$ cat src/rtl/execute_br_queue.sv
// rtl/execute_br_queue.sv - branch execution unit with a small issue queue
// Resolves one queued branch/jump per cycle and broadcasts resolve/kill with its tag.
module execute_br_queue #(
  parameter int XLEN      = 32,
  parameter int WIDTH_BRM = 4,
  parameter int WIDTH_REG = 7,
  parameter int DEPTH     = 4
) (
  input  logic                 i_clk,
  input  logic                 i_rst,
  input  logic                 i_valid,
  output logic                 o_ready,
  input  logic [6:0]           i_uop,
  input  logic [2:0]           i_func3,
  input  logic [XLEN-1:0]      i_op1,
  input  logic [XLEN-1:0]      i_op2,
  input  logic [XLEN-1:0]      i_imm,
  input  logic [XLEN-1:0]      i_pc,
  input  logic [XLEN-1:0]      i_pcnext,
  input  logic [WIDTH_BRM-1:0] i_brtag,
  input  logic [WIDTH_BRM-1:0] i_brmask,
  input  logic [WIDTH_REG-1:0] i_rd,
  input  logic                 i_flush,
  output logic                 o_valid,
  output logic                 o_brkill,
  output logic [WIDTH_BRM-1:0] o_brtag,
  output logic [WIDTH_BRM-1:0] o_brmask,
  output logic [XLEN-1:0]      o_pc,
  output logic                 o_we,
  output logic [WIDTH_REG-1:0] o_addr,
  output logic [XLEN-1:0]      o_data
);

  localparam int AW = $clog2(DEPTH);
  localparam logic [6:0] OP_B    = 7'b1100011;
  localparam logic [6:0] OP_JAL  = 7'b1101111;
  localparam logic [6:0] OP_JALR = 7'b1100111;

  logic [6:0]           q_uop    [DEPTH];
  logic [2:0]           q_func3  [DEPTH];
  logic [XLEN-1:0]      q_op1    [DEPTH];
  logic [XLEN-1:0]      q_op2    [DEPTH];
  logic [XLEN-1:0]      q_imm    [DEPTH];
  logic [XLEN-1:0]      q_pc     [DEPTH];
  logic [XLEN-1:0]      q_pcnext [DEPTH];
  logic [WIDTH_BRM-1:0] q_brtag  [DEPTH];
  logic [WIDTH_BRM-1:0] q_brmask [DEPTH];
  logic [WIDTH_REG-1:0] q_rd     [DEPTH];
  logic [DEPTH-1:0]     q_live;

  logic [AW-1:0] rd_ptr, wr_ptr;
  logic [AW:0]   count, count_next;

  logic                 head_valid, head_live, is_branch, taken, mispredict, head_we;
  logic                 resolve, kill_now, clear_now, accept, drop_in, enq;
  logic [XLEN-1:0]      h_pc, h_op1, h_op2, h_imm, pc_plus4, pc_plus_imm, jalr_sum, target;
  logic [WIDTH_BRM-1:0] h_tag, in_mask;

  always_comb begin
    head_valid  = (count != '0);
    head_live   = head_valid && q_live[rd_ptr];
    h_pc        = q_pc[rd_ptr];
    h_op1       = q_op1[rd_ptr];
    h_op2       = q_op2[rd_ptr];
    h_imm       = q_imm[rd_ptr];
    h_tag       = q_brtag[rd_ptr];
    pc_plus4    = h_pc + XLEN'(4);
    pc_plus_imm = h_pc + h_imm;
    jalr_sum    = h_op1 + h_imm;

    case (q_func3[rd_ptr])
      3'b000:  taken = (h_op1 == h_op2);
      3'b001:  taken = (h_op1 != h_op2);
      3'b100:  taken = ($signed(h_op1) <  $signed(h_op2));
      3'b101:  taken = ($signed(h_op1) >= $signed(h_op2));
      3'b110:  taken = (h_op1 <  h_op2);
      3'b111:  taken = (h_op1 >= h_op2);
      default: taken = 1'b0;
    endcase

    is_branch = 1'b1;
    head_we   = 1'b0;
    case (q_uop[rd_ptr])
      OP_B:    target = taken ? pc_plus_imm : pc_plus4;
      OP_JAL:  begin target = pc_plus_imm; head_we = 1'b1; end
      OP_JALR: begin target = {jalr_sum[XLEN-1:1], 1'b0}; head_we = 1'b1; end
      default: begin target = pc_plus4; is_branch = 1'b0; end
    endcase
    mispredict = is_branch && (target != q_pcnext[rd_ptr]);

    // A flush in the same cycle wins over the head's resolution.
    resolve   = head_live && !i_flush;
    kill_now  = resolve && mispredict;
    clear_now = resolve && !mispredict;

    accept  = i_valid && o_ready && !i_flush;
    drop_in = kill_now && ((i_brmask & h_tag) != '0);
    enq     = accept && !drop_in;
    in_mask = clear_now ? (i_brmask & ~h_tag) : i_brmask;

    if (i_flush) count_next = '0;
    else         count_next = count - (AW+1)'(head_valid) + (AW+1)'(enq);
  end

  always_ff @(posedge i_clk) begin
    if (i_rst) begin
      rd_ptr   <= '0;
      wr_ptr   <= '0;
      count    <= '0;
      q_live   <= '0;
      o_ready  <= 1'b0;
      o_valid  <= 1'b0;
      o_brkill <= 1'b0;
      o_brtag  <= '0;
      o_brmask <= '0;
      o_pc     <= '0;
      o_we     <= 1'b0;
      o_addr   <= '0;
      o_data   <= '0;
    end else if (i_flush) begin
      rd_ptr   <= '0;
      wr_ptr   <= '0;
      count    <= '0;
      o_ready  <= 1'b1;
      o_valid  <= 1'b0;
      o_brkill <= 1'b0;
      o_we     <= 1'b0;
    end else begin
      count   <= count_next;
      o_ready <= (count_next != (AW+1)'(DEPTH));
      o_valid <= resolve;
      if (head_valid) rd_ptr <= rd_ptr + AW'(1);

      if (resolve) begin
        o_brkill <= mispredict;
        o_we     <= head_we;
        o_brtag  <= h_tag;
        o_brmask <= q_brmask[rd_ptr];
        o_pc     <= target;
        o_addr   <= q_rd[rd_ptr];
        o_data   <= pc_plus4;
      end else begin
        o_brkill <= 1'b0;
        o_we     <= 1'b0;
      end

      // Dependents of a mispredict die in place and later pop silently.
      for (int i = 0; i < DEPTH; i++) begin
        if (kill_now && ((q_brmask[i] & h_tag) != '0)) q_live[i] <= 1'b0;
        else if (clear_now) q_brmask[i] <= q_brmask[i] & ~h_tag;
      end

      if (enq) begin
        q_uop[wr_ptr]    <= i_uop;
        q_func3[wr_ptr]  <= i_func3;
        q_op1[wr_ptr]    <= i_op1;
        q_op2[wr_ptr]    <= i_op2;
        q_imm[wr_ptr]    <= i_imm;
        q_pc[wr_ptr]     <= i_pc;
        q_pcnext[wr_ptr] <= i_pcnext;
        q_brtag[wr_ptr]  <= i_brtag;
        q_brmask[wr_ptr] <= in_mask;
        q_rd[wr_ptr]     <= i_rd;
        q_live[wr_ptr]   <= 1'b1;
        wr_ptr           <= wr_ptr + AW'(1);
      end
    end
  end

endmodule

$ cat config.mk
export PLATFORM = sky130hd
export DESIGN_NAME = execute_br_queue
export DESIGN_NICKNAME = d
export VERILOG_FILES = /design/src/rtl/execute_br_queue.sv
export SDC_FILE = /design/constraint.sdc
export NUM_CORES = 1
export LEC_CHECK = 0
export CORE_MARGIN = 1.5
export CORE_UTILIZATION = 29
export DETAILED_ROUTE_END_ITERATION = 6
export HOLD_SLACK_MARGIN = 0.15
export SYNTH_ARGS = -nofsm -noshare
export SYNTH_HDL_FRONTEND = slang
export SYNTH_SLANG_ARGS = --single-unit
$ cat constraint.sdc
create_clock -name i_clk -period 15.1 [get_ports i_clk]
set_input_delay 1.51 -clock i_clk [delete_from_list [all_inputs] [get_ports i_clk]]
set_output_delay 1.51 -clock i_clk [all_outputs]
set_load 0.005 [all_outputs]
==> reports/metrics.cfg, run 1 <==
[place]
place_area_mm2 = 0.04118
routabilityCongestion = 0.9408
hpwlAfterDp_um = 74900
portBuffers = 271
place_inst = 4143

[route]
drtIter0Drc = 2376
drt_first_pass_iters = 6
drcViolationCount = 0
totalWireLength_um = 104100
dr_total_vias = 21650
wl_per_cell_um = 24.17
vias_per_cell = 5.027
ant_nets = 0

[synthesis]
ys_ff_latch = 836
synth_area_leaders = edfxtp_1, mux4_2, dfxtp_1
synth-async-reset-ratio_pct = 0
syn-num-nets = 2589
synth_common_cells = edfxtp_1, mux4_2, nor2_1, nand2_1, a21oi_1
ys_warn_count = 0
ys_seq_area_share_pct = 66.02
syn_inst = 2297
synth.most_common_cell = edfxtp_1
synth_cell_type_count = 88
yosysTopAreaCell = edfxtp_1
synth_edf_count = 740
ys.flop_type = edfxtp_1
syn_area_mm2 = 0.03657
synth_top_area_share_pct = 60.77
avgSynthCellArea_um2 = 15.92

[floorplan]
fp.dieH_um = 358.1
num_rows = 130
core_area_mm2 = 0.1254
die_area_mm2 = 0.1282
start_util_pct = 29.16
die_width_um = 358.1
ios = 272

[critical_path]
crit_chain = buf_12, mux4_2, ha_1, nand4_1, nor4_1, nand3_1, nor2b_1, and3_1, a2111oi_2, and3_1, o221ai_1, xnor2_1, nor4bb_1, nand4_1, o41ai_4, nand4b_2, inv_6, buf_4
timing.reg2reg.setup_slack_ps = 5270
cp-start-kind = flop
reg2reg_depth = 18
rr_endpoint = q_pc[2][15]
endpoint_kind = flop
cp.arrival_ps = 10080
critPathMaxFanout = 84
critical_path.max_stage_delay_ps = 860
crit_type = reg -> reg
critPathSlowestCell = buf_4
cp.required_ps = 15350

[cells_and_area]
post-route-util_pct = 35.14
area_growth_pct = 20.50
final_cell_area_mm2 = 0.04406
nNetsFinal = 2874
fin_cells = 4307
drive_above_1_share_pct = 14.70
ff_latch_area_mm2 = 0.02415
multiInputGateArea_mm2 = 0.01178
fillers = 11880

[power_and_ir_drop]
p_sw_mw = 1.933
clkPwrFrac_pct = 33.1
ir_drop_mv = 0.08289
internal_power_mw = 4.507
switching_share_pct = 30.02
leakagePower_nw = 14.08
p_seq_share_pct = 40.6
pwr-share-comb_pct = 26.3
p_per_area_mw_per_mm2 = 146.2

[clocking]
htree_levels = 3
cts.path.max_buffers = 3
clkTransAtPathRegs_ps = 60
cts_num_sinks = 836
cts_root_buf = clkbuf_16
cts_repair_resize_count = 0
post_cts_buffers = 0
ctsHoldBuffers = 0
cts_tree = built
cts_buffers = 87
clock_latency_ps = 650

[grt]
grt_pass1_wl_um = 149300
antenna_found_initial = 31
grt_pass1_vias = 21230
grt.total_usage_pct = 15.99
grt-ovfl-total = 0
grt_max_degree = 121

[sta]
finalClockSkew_ps = 25.46
finalCritPeriodShare_pct = 65.09
tns_ps = 0
slew_viol_final = 0
whs_ps = 453.2
worstMarginPinSlew_ps = 1041
fmax_mhz = 101.7
setup_viol = 0
period_minus_slack_ps = 9828
finalHoldViolCount = 0
rsz0062_at_grt = false
slew_headroom_pct = 30.48

[job]
drv_cap = 0

[worst_hold_path]
worstHoldPathType = reg -> reg
hold_end = o_brmask[2]
hold_depth = 2
hp-start = o_brmask[2]

[run_status]
status = finished clean

==> state kept, by name, summed over array words and instances, names as in the netlist, 32 cells and up, named ones only <==
name	count
o_data	32
o_pc	32
q_imm	128
q_op1	128
q_op2	128
q_pc	128
q_pcnext	128
==> per-stage QoR <==
step                      setup WS [ps]  power [mW]
after floorplan                    3408       3.787
after global placement             5578       4.339
after global routing               4717       6.708
after detailed placement           5459       4.339
after CTS                          5406       6.474
final                              5272       6.440
==> worst max path at each step <==
stage / slack, ps / from / end
floorplan: 3410 / flop / q_brtag[0][0]
global placement: 5580 / flop / q_op1[2][31]
detailed placement: 5460 / flop / q_imm[2][25]
CTS: 5410 / flop / q_pcnext[2][10]
global route: 4720 / flop / q_pc[2][15]
finish: 5270 / flop / q_pc[2][15]
==> placed cells by master, fill, tap and decap left out, types with 32 or more instances in the layout <==
master | synthesis | final
nand4_1 | 32 | 32
mux4_2 | 171 | 171
a211oi_1 | 52 | 52
inv_1 | 67 | 63
nand3_1 | 33 | 33
xor2_1 | 58 | 58
edfxtp_1 | 740 | 740
clkdlybuf4s50_1 | 0 | 270
nand2_1 | 130 | 130
ha_1 | 100 | 100
clkbuf_16 | 0 | 94
nor2_1 | 137 | 137
xnor2_1 | 53 | 53
dfxtp_1 | 96 | 94
a21oi_1 | 101 | 101
nor3_1 | 36 | 36
o21ai_0 | 55 | 55
==> worst max-delay path: cells and delay by family, from the launching register on <==
family          cells  cell delay (ps)
fa+ha+maj           1              310
compound gates      3             1670
simple gates        9             3220
xor+xnor            1              290
mux                 1              610
buf+inv             3             2190
flops               1              830
==> per-layer routing <==
metal | global-route usage [%] | routed length, um | vias up
met5 | 0 | 205 | -
met4 | 4.101 | 2399 | 32
met3 | 3.837 | 7450 | 161
met2 | 26.35 | 50230 | 744
met1 | 21.10 | 43800 | 10970
li1 | - | - | 9746
==> layout make-up <==
type | instances | share of cell area (%)
clock inverters | 46 | 0.9484
diodes | 10 | 0.05679
clock buffers | 108 | 5.537
multi-input cells | 1300 | 26.74
repair buffers | 289 | 6.599
well taps | 1650 | 4.685
flip-flops and latches | 836 | 54.81
inverters | 68 | 0.6247
==> power by group through the flow <==
stage          Sequential [mW]  Combinational [mW]  Clock, mW
3_5_place_dp              2.67                1.67          0
6_report                  2.61                1.69       2.13
4_1_cts                   2.62                1.68       2.18
5_1_grt                   2.62                1.83       2.26
3_3_place_gp              2.66                1.67          0
2_1_floorplan             2.64                1.15          0
==> kinds of logic after synthesis <==
family,count (synthesis),synth area share (%)
buffers and inverters,161,1.807
adders and majority gates,103,3.586
muxes,205,11.93
and+or+nand+nor,505,6.891
DFF,836,66.02
xor gates and xnor gates,111,2.659
AOI/OAI and AO/OA,376,7.103
Note: power is estimated with default switching activity, not from simulation.
==> inputs of run 2 (changes only) <==
clock period = 7.9 ns   (was 15.1 ns; I/O delays follow)
==> reports/metrics.cfg, run 2 (synthesis results as in run 1) <==
[critical_path]
worst-path-buf-inv = 5  ; was 3
critPathSlowestCell = mux4_2  ; was buf_4
crit_type = reg -> reg  ; unchanged
critical_path.max_stage_delay_ps = 660  ; was 860 ps
crit_chain = buf_12, mux4_2, ha_1, fa_1, a211oi_1, nor3_1, o211ai_1, o2111ai_1, a2111oi_2, o31ai_1, a21oi_1, xor2_1, o221ai_1, xor2_1, nor3_1, nand4_1, o41ai_4, buf_4, nand4b_4, clkinvlp_4, buf_12, buf_12  ; was buf_12, mux4_2, ha_1, nand4_1, nor4_1, nand3_1, nor2b_1, and3_1, a2111oi_2, and3_1, o221ai_1, xnor2_1, nor4bb_1, nand4_1, o41ai_4, nand4b_2, inv_6, buf_4
path_delay_family = compound AO/OA/AOI/OAI gates  ; was simple AND/OR/NAND/NOR gates
endpoint_kind = flop  ; unchanged
cp-start-kind = flop  ; unchanged
cp_common_cell = buf_12
cp.required_ps = 8240  ; was 15350 ps
cp.arrival_ps = 7770  ; was 10080 ps
critPathMaxFanout = 43  ; was 84

[floorplan]
core_area_mm2 = 0.1254  ; unchanged
die_width_um = 358.1  ; unchanged
start_util_pct = 29.16  ; unchanged
die_area_mm2 = 0.1282  ; unchanged
ios = 272  ; unchanged
num_rows = 130  ; unchanged
fp.dieH_um = 358.1  ; unchanged

[grt]
grt.total_usage_pct = 15.98  ; was 15.99%
antenna_found_initial = 23  ; was 31
grt_pass1_wl_um = 149500  ; was 149300 um
grt_pass1_vias = 21820  ; was 21230
grt_max_degree = 68  ; was 121
grt-ovfl-total = 0  ; unchanged

[route]
ant_nets = 0  ; unchanged
dr_total_vias = 21690  ; was 21650
wl_per_cell_um = 23.79  ; was 24.17 um
vias_per_cell = 4.985  ; was 5.027
drcViolationCount = 0  ; unchanged
drtIter0Drc = 1873  ; was 2376
totalWireLength_um = 103500  ; was 104100 um
drt_first_pass_iters = 5  ; was 6

[sta]
slew_viol_final = 0  ; unchanged
worstMarginPinSlew_ps = 1218  ; was 1041 ps
setup_viol = 0  ; unchanged
period_minus_slack_ps = 7425  ; was 9828 ps
rsz0062_at_grt = false  ; unchanged
finalCritPeriodShare_pct = 93.99  ; was 65.09%
fmax_mhz = 134.7  ; was 101.7 MHz
finalHoldViolCount = 0  ; unchanged
finalClockSkew_ps = 24.02  ; was 25.46 ps
slew_headroom_pct = 18.53  ; was 30.48%

[clocking]
cts_repair_resize_count = 0  ; unchanged
cts_buffers = 88  ; was 87
cts_num_sinks = 836  ; unchanged
cts.path.max_buffers = 3  ; unchanged
cts_root_buf = clkbuf_16  ; unchanged
htree_levels = 3  ; unchanged
cts_tree = built  ; unchanged
clock_latency_ps = 660  ; was 650 ps
clkTransAtPathRegs_ps = 60  ; about the same
ctsHoldBuffers = 0  ; unchanged
post_cts_buffers = 0  ; unchanged

[cells_and_area]
fillers = 11810  ; was 11880
final_cell_mix = edfxtp_1, clkdlybuf4s50_1, mux4_2  ; unchanged
post-route-util_pct = 35.67  ; was 35.14%
nNetsFinal = 2919  ; was 2874
drive_above_1_share_pct = 16.04  ; was 14.70%
final_cell_area_mm2 = 0.04473  ; was 0.04406 mm2
mostFrequentLayoutCell = edfxtp_1  ; unchanged
area_growth_pct = 22.33  ; was 20.50%

[power_and_ir_drop]
p_per_area_mw_per_mm2 = 275.6  ; was 146.2 mW/mm2
ir_drop_mv = 0.1419  ; was 0.08289 mV
total_power_mw = 12.33  ; was 6.440 mW
leakagePower_nw = 14.41  ; was 14.08 nW

[place]
portBuffers = 271  ; unchanged
place_area_mm2 = 0.04186  ; was 0.04118 mm2
hpwlAfterDp_um = 77430  ; was 74900 um
routabilityCongestion = 0.9042  ; was 0.9408

[run_status]
status = finished clean  ; unchanged

[job]
drv_cap = 0  ; unchanged

[worst_hold_path]
worstHoldPathType = reg -> reg  ; unchanged

run 2: cell types whose count changed in the layout (fill, tap and decap cells not counted), sizes merged:
| cell | before | now |
|---|---|---|
| clkinv | 31 | 30 |
| clkbuf | 108 | 122 |
| buf | 19 | 63 |
| clkinvlp | 4 | 5 |
| inv | 73 | 68 |
| diode | 10 | 1 |
run 2: cell type report:
type | count | area [um2] | area share [%]
Timing Repair Buffer | 333 | 3451 | 7.714
Antenna cell | 1 | 2.502 | 0.005594
Tap cell | 1650 | 2064 | 4.615
Clock buffer | 122 | 2474 | 5.530
Clock inverter | 41 | 401.6 | 0.8978
Sequential cell | 836 | 24150 | 53.99
Multi-Input combinational cell | 1300 | 11920 | 26.65
Inverter | 68 | 270.3 | 0.6041
run 2: where the power goes:
part / internal (mW) / switching [mW] / total [mW] / leakage (nW)
clock network: 2.39 / 1.69 / 4.08 / 1.41
logic: 1.37 / 1.90 / 3.27 / 5.55
registers: 4.91 / 0.0768 / 4.98 / 7.44
run 2: routing by layer:
metal,GRT usage (%),wire [um]
met1,21.26,44520
met2,26.02,49400
met3,3.410,6371
met4,5.089,2995
met5,0,205
run 2: stage by stage:
step	setup slack [ps]	std cells	setup TNS, ps	hold WS, ps
final	475.1	4351	0	453.7
after global routing	0.4690	4350	0	486.5
after CTS	508.2	4350	0	455.1
after detailed placement	546.9	4187	0	447.5
after global placement	581.5	4187	0	443.0
after floorplan	-487.1	2297	-351280	452.7
run 2: tightest hold or removal path, cell delays in order (launching register included):
cell	delay, ps
dfxtp_1	300
nand2_1	50
a21oi_1	50
run 2: path summary, 6_finish.rpt:
kind	start	to	slack [ps]	cells past startpoint
worst max-delay path	flop	q_imm[0][30]	480	22
worst min-delay path	o_brmask[3]	o_brmask[3]	450	2
worst max register to register	flop	q_imm[0][30]	480	22
worst min register to register	o_brmask[3]	o_brmask[3]	450	2
==> inputs of run 3 (changes only) <==
CORE_MARGIN = not set   (was 1.5)
CORE_UTILIZATION = 45   (was 29)
PLACE_DENSITY = 0.66   (was not set)
==> reports/metrics.cfg, run 3 (synthesis results as in run 1) <==
[grt]
grt.total_usage_pct = 23.56  ; was 15.98%
antenna_found_initial = 1  ; was 23
grt_max_degree = 82  ; was 68
grt_pass1_wl_um = 143200  ; was 149500 um
grt-ovfl-total = 0  ; unchanged
grt_pass1_vias = 22200  ; was 21820

[sta]
rsz0062_at_grt = false  ; unchanged
finalClockSkew_ps = 20.28  ; was 24.02 ps
period_minus_slack_ps = 7478  ; was 7425 ps
finalHoldViolCount = 0  ; unchanged
finalCritPeriodShare_pct = 94.66  ; was 93.99%
setup_viol = 0  ; unchanged
fmax_mhz = 133.7  ; was 134.7 MHz
worstMarginPinSlew_ps = 1081  ; was 1218 ps
slew_viol_final = 0  ; unchanged
slew_headroom_pct = 27.81  ; was 18.53%
tns_ps = 0  ; unchanged

[floorplan]
die_width_um = 287.1  ; was 358.1 um
core_area_mm2 = 0.08042  ; was 0.1254 mm2
ios = 272  ; unchanged
die_area_mm2 = 0.08241  ; was 0.1282 mm2
num_rows = 104  ; was 130
start_util_pct = 45.47  ; was 29.16%
fp.dieH_um = 287.1  ; was 358.1 um

[clocking]
cts_root_buf = clkbuf_16  ; unchanged
clkTransAtPathRegs_ps = 60  ; about the same
cts_tree = built  ; unchanged
cts.path.max_buffers = 3  ; unchanged
cts_num_sinks = 836  ; unchanged
ctsHoldBuffers = 0  ; unchanged
clock_latency_ps = 650  ; was 660 ps
cts_buffers = 86  ; was 88
htree_levels = 3  ; unchanged

[worst_hold_path]
worstHoldPathType = reg -> reg  ; unchanged

[place]
hpwlAfterDp_um = 70640  ; was 77430 um
routabilityCongestion = 0.9392  ; was 0.9042
portBuffers = 271  ; unchanged

[power_and_ir_drop]
ir_drop_mv = 0.1863  ; was 0.1419 mV
p_per_area_mw_per_mm2 = 278.6  ; was 275.6 mW/mm2
leakagePower_nw = 14.46  ; was 14.41 nW

[route]
drt-met1-wl_um = 41690  ; was 44520 um
wl_per_cell_um = 25.90  ; was 23.79 um
totalWireLength_um = 97710  ; was 103500 um
drtIter0Drc = 2143  ; was 1873
dr_total_vias = 22240  ; was 21690
drt_first_pass_iters = 5  ; unchanged
vias_per_cell = 5.894  ; was 4.985
ant_nets = 0  ; unchanged
drcViolationCount = 0  ; unchanged
wl_met2_um = 47600  ; was 49400 um
dr_wl_met3_um = 6614  ; was 6371 um
top_layer_used = met5  ; unchanged

[critical_path]
critPathSlowestCell = mux4_2  ; unchanged
cp.arrival_ps = 7950  ; was 7770 ps
critPathMaxFanout = 19  ; was 43
crit_type = reg -> reg  ; unchanged
endpoint_kind = flop  ; unchanged
cp_common_cell = ha_1  ; was buf_12
cp-start-kind = flop  ; unchanged
cp.required_ps = 8370  ; was 8240 ps
critical_path.max_stage_delay_ps = 640  ; was 660 ps

[cells_and_area]
post-route-util_pct = 54.84  ; was 35.67%
nNetsFinal = 2933  ; was 2919
drive_above_1_share_pct = 16.73  ; was 16.04%
antenna_cells = 0  ; was 1
area_growth_pct = 20.59  ; was 22.33%
final_cell_mix = edfxtp_1, clkdlybuf4s50_1, mux4_2  ; unchanged
mostFrequentLayoutCell = edfxtp_1  ; unchanged

[job]
drv_cap = 0  ; unchanged

[run_status]
status = finished clean  ; unchanged

[run 3: layout make-up]
class / count / area [um2]
fill: 6349 / 36320
sequential: 836 / 24150
multi-input combinational: 1300 / 11920
timing repair buffer: 349 / 3635
clock buffer: 111 / 2350
tap: 1060 / 1326
clock inverter: 49 / 444.2
inverter: 68 / 270.3
[run 3: final timing paths]
| check | from | endpoint | slack, ps | cells past startpoint |
|---|---|---|---|---|
| hold reg to reg | o_addr[0] | o_addr[0] | 460 | 2 |
| setup / recovery | flop | o_ready | 420 | 27 |
| hold / removal | o_addr[0] | o_addr[0] | 460 | 2 |
| setup reg to reg | flop | o_ready | 420 | 27 |
[run 3: report_power, final]
part           total (mW)  leakage [nW]  switching [mW]  internal [mW]
clock network        3.98          1.37            1.67           2.31
registers            4.98          7.44          0.0744           4.91
logic                3.32          5.65            1.93           1.39
[run 3: repair_timing]
item,in CTS,in global routing
resized for setup,0,2
endpoints found under the hold margin,0,0
setup endpoints to repair,0,16
buffers inserted,0,1
[run 3: critical path, delay by kind of cell, from the launching register on]
family	cells	cell delay (ps)
AOI/OAI and AO/OA	8	2340
adders and majority gates	5	1560
and+or+nand+nor	6	1060
muxes	1	640
buffers and inverters	4	580
xor gates and xnor gates	3	570
DFF	1	510
[run 3: through the flow]
stage	hold WS, ps	power, mW	instances	area (um2)	worst slack, ps
after global placement	444.4	8.310	3612	41280	418.6
after floorplan	452.7	7.336	2297	36940	-487.1
final	456.8	12.28	3773	44100	421.6
after global routing	488.0	12.76	3773	44100	46.77
after CTS	460.4	12.32	3772	44070	333.8
after detailed placement	451.8	8.342	3612	41280	403.4
[run 3: layer usage]
layer	vias up	track usage, %
met1	11350	33.40
met3	117	3.040
met2	908	38.54
met4	2	6.037
met5	-	0
li1	9858	-
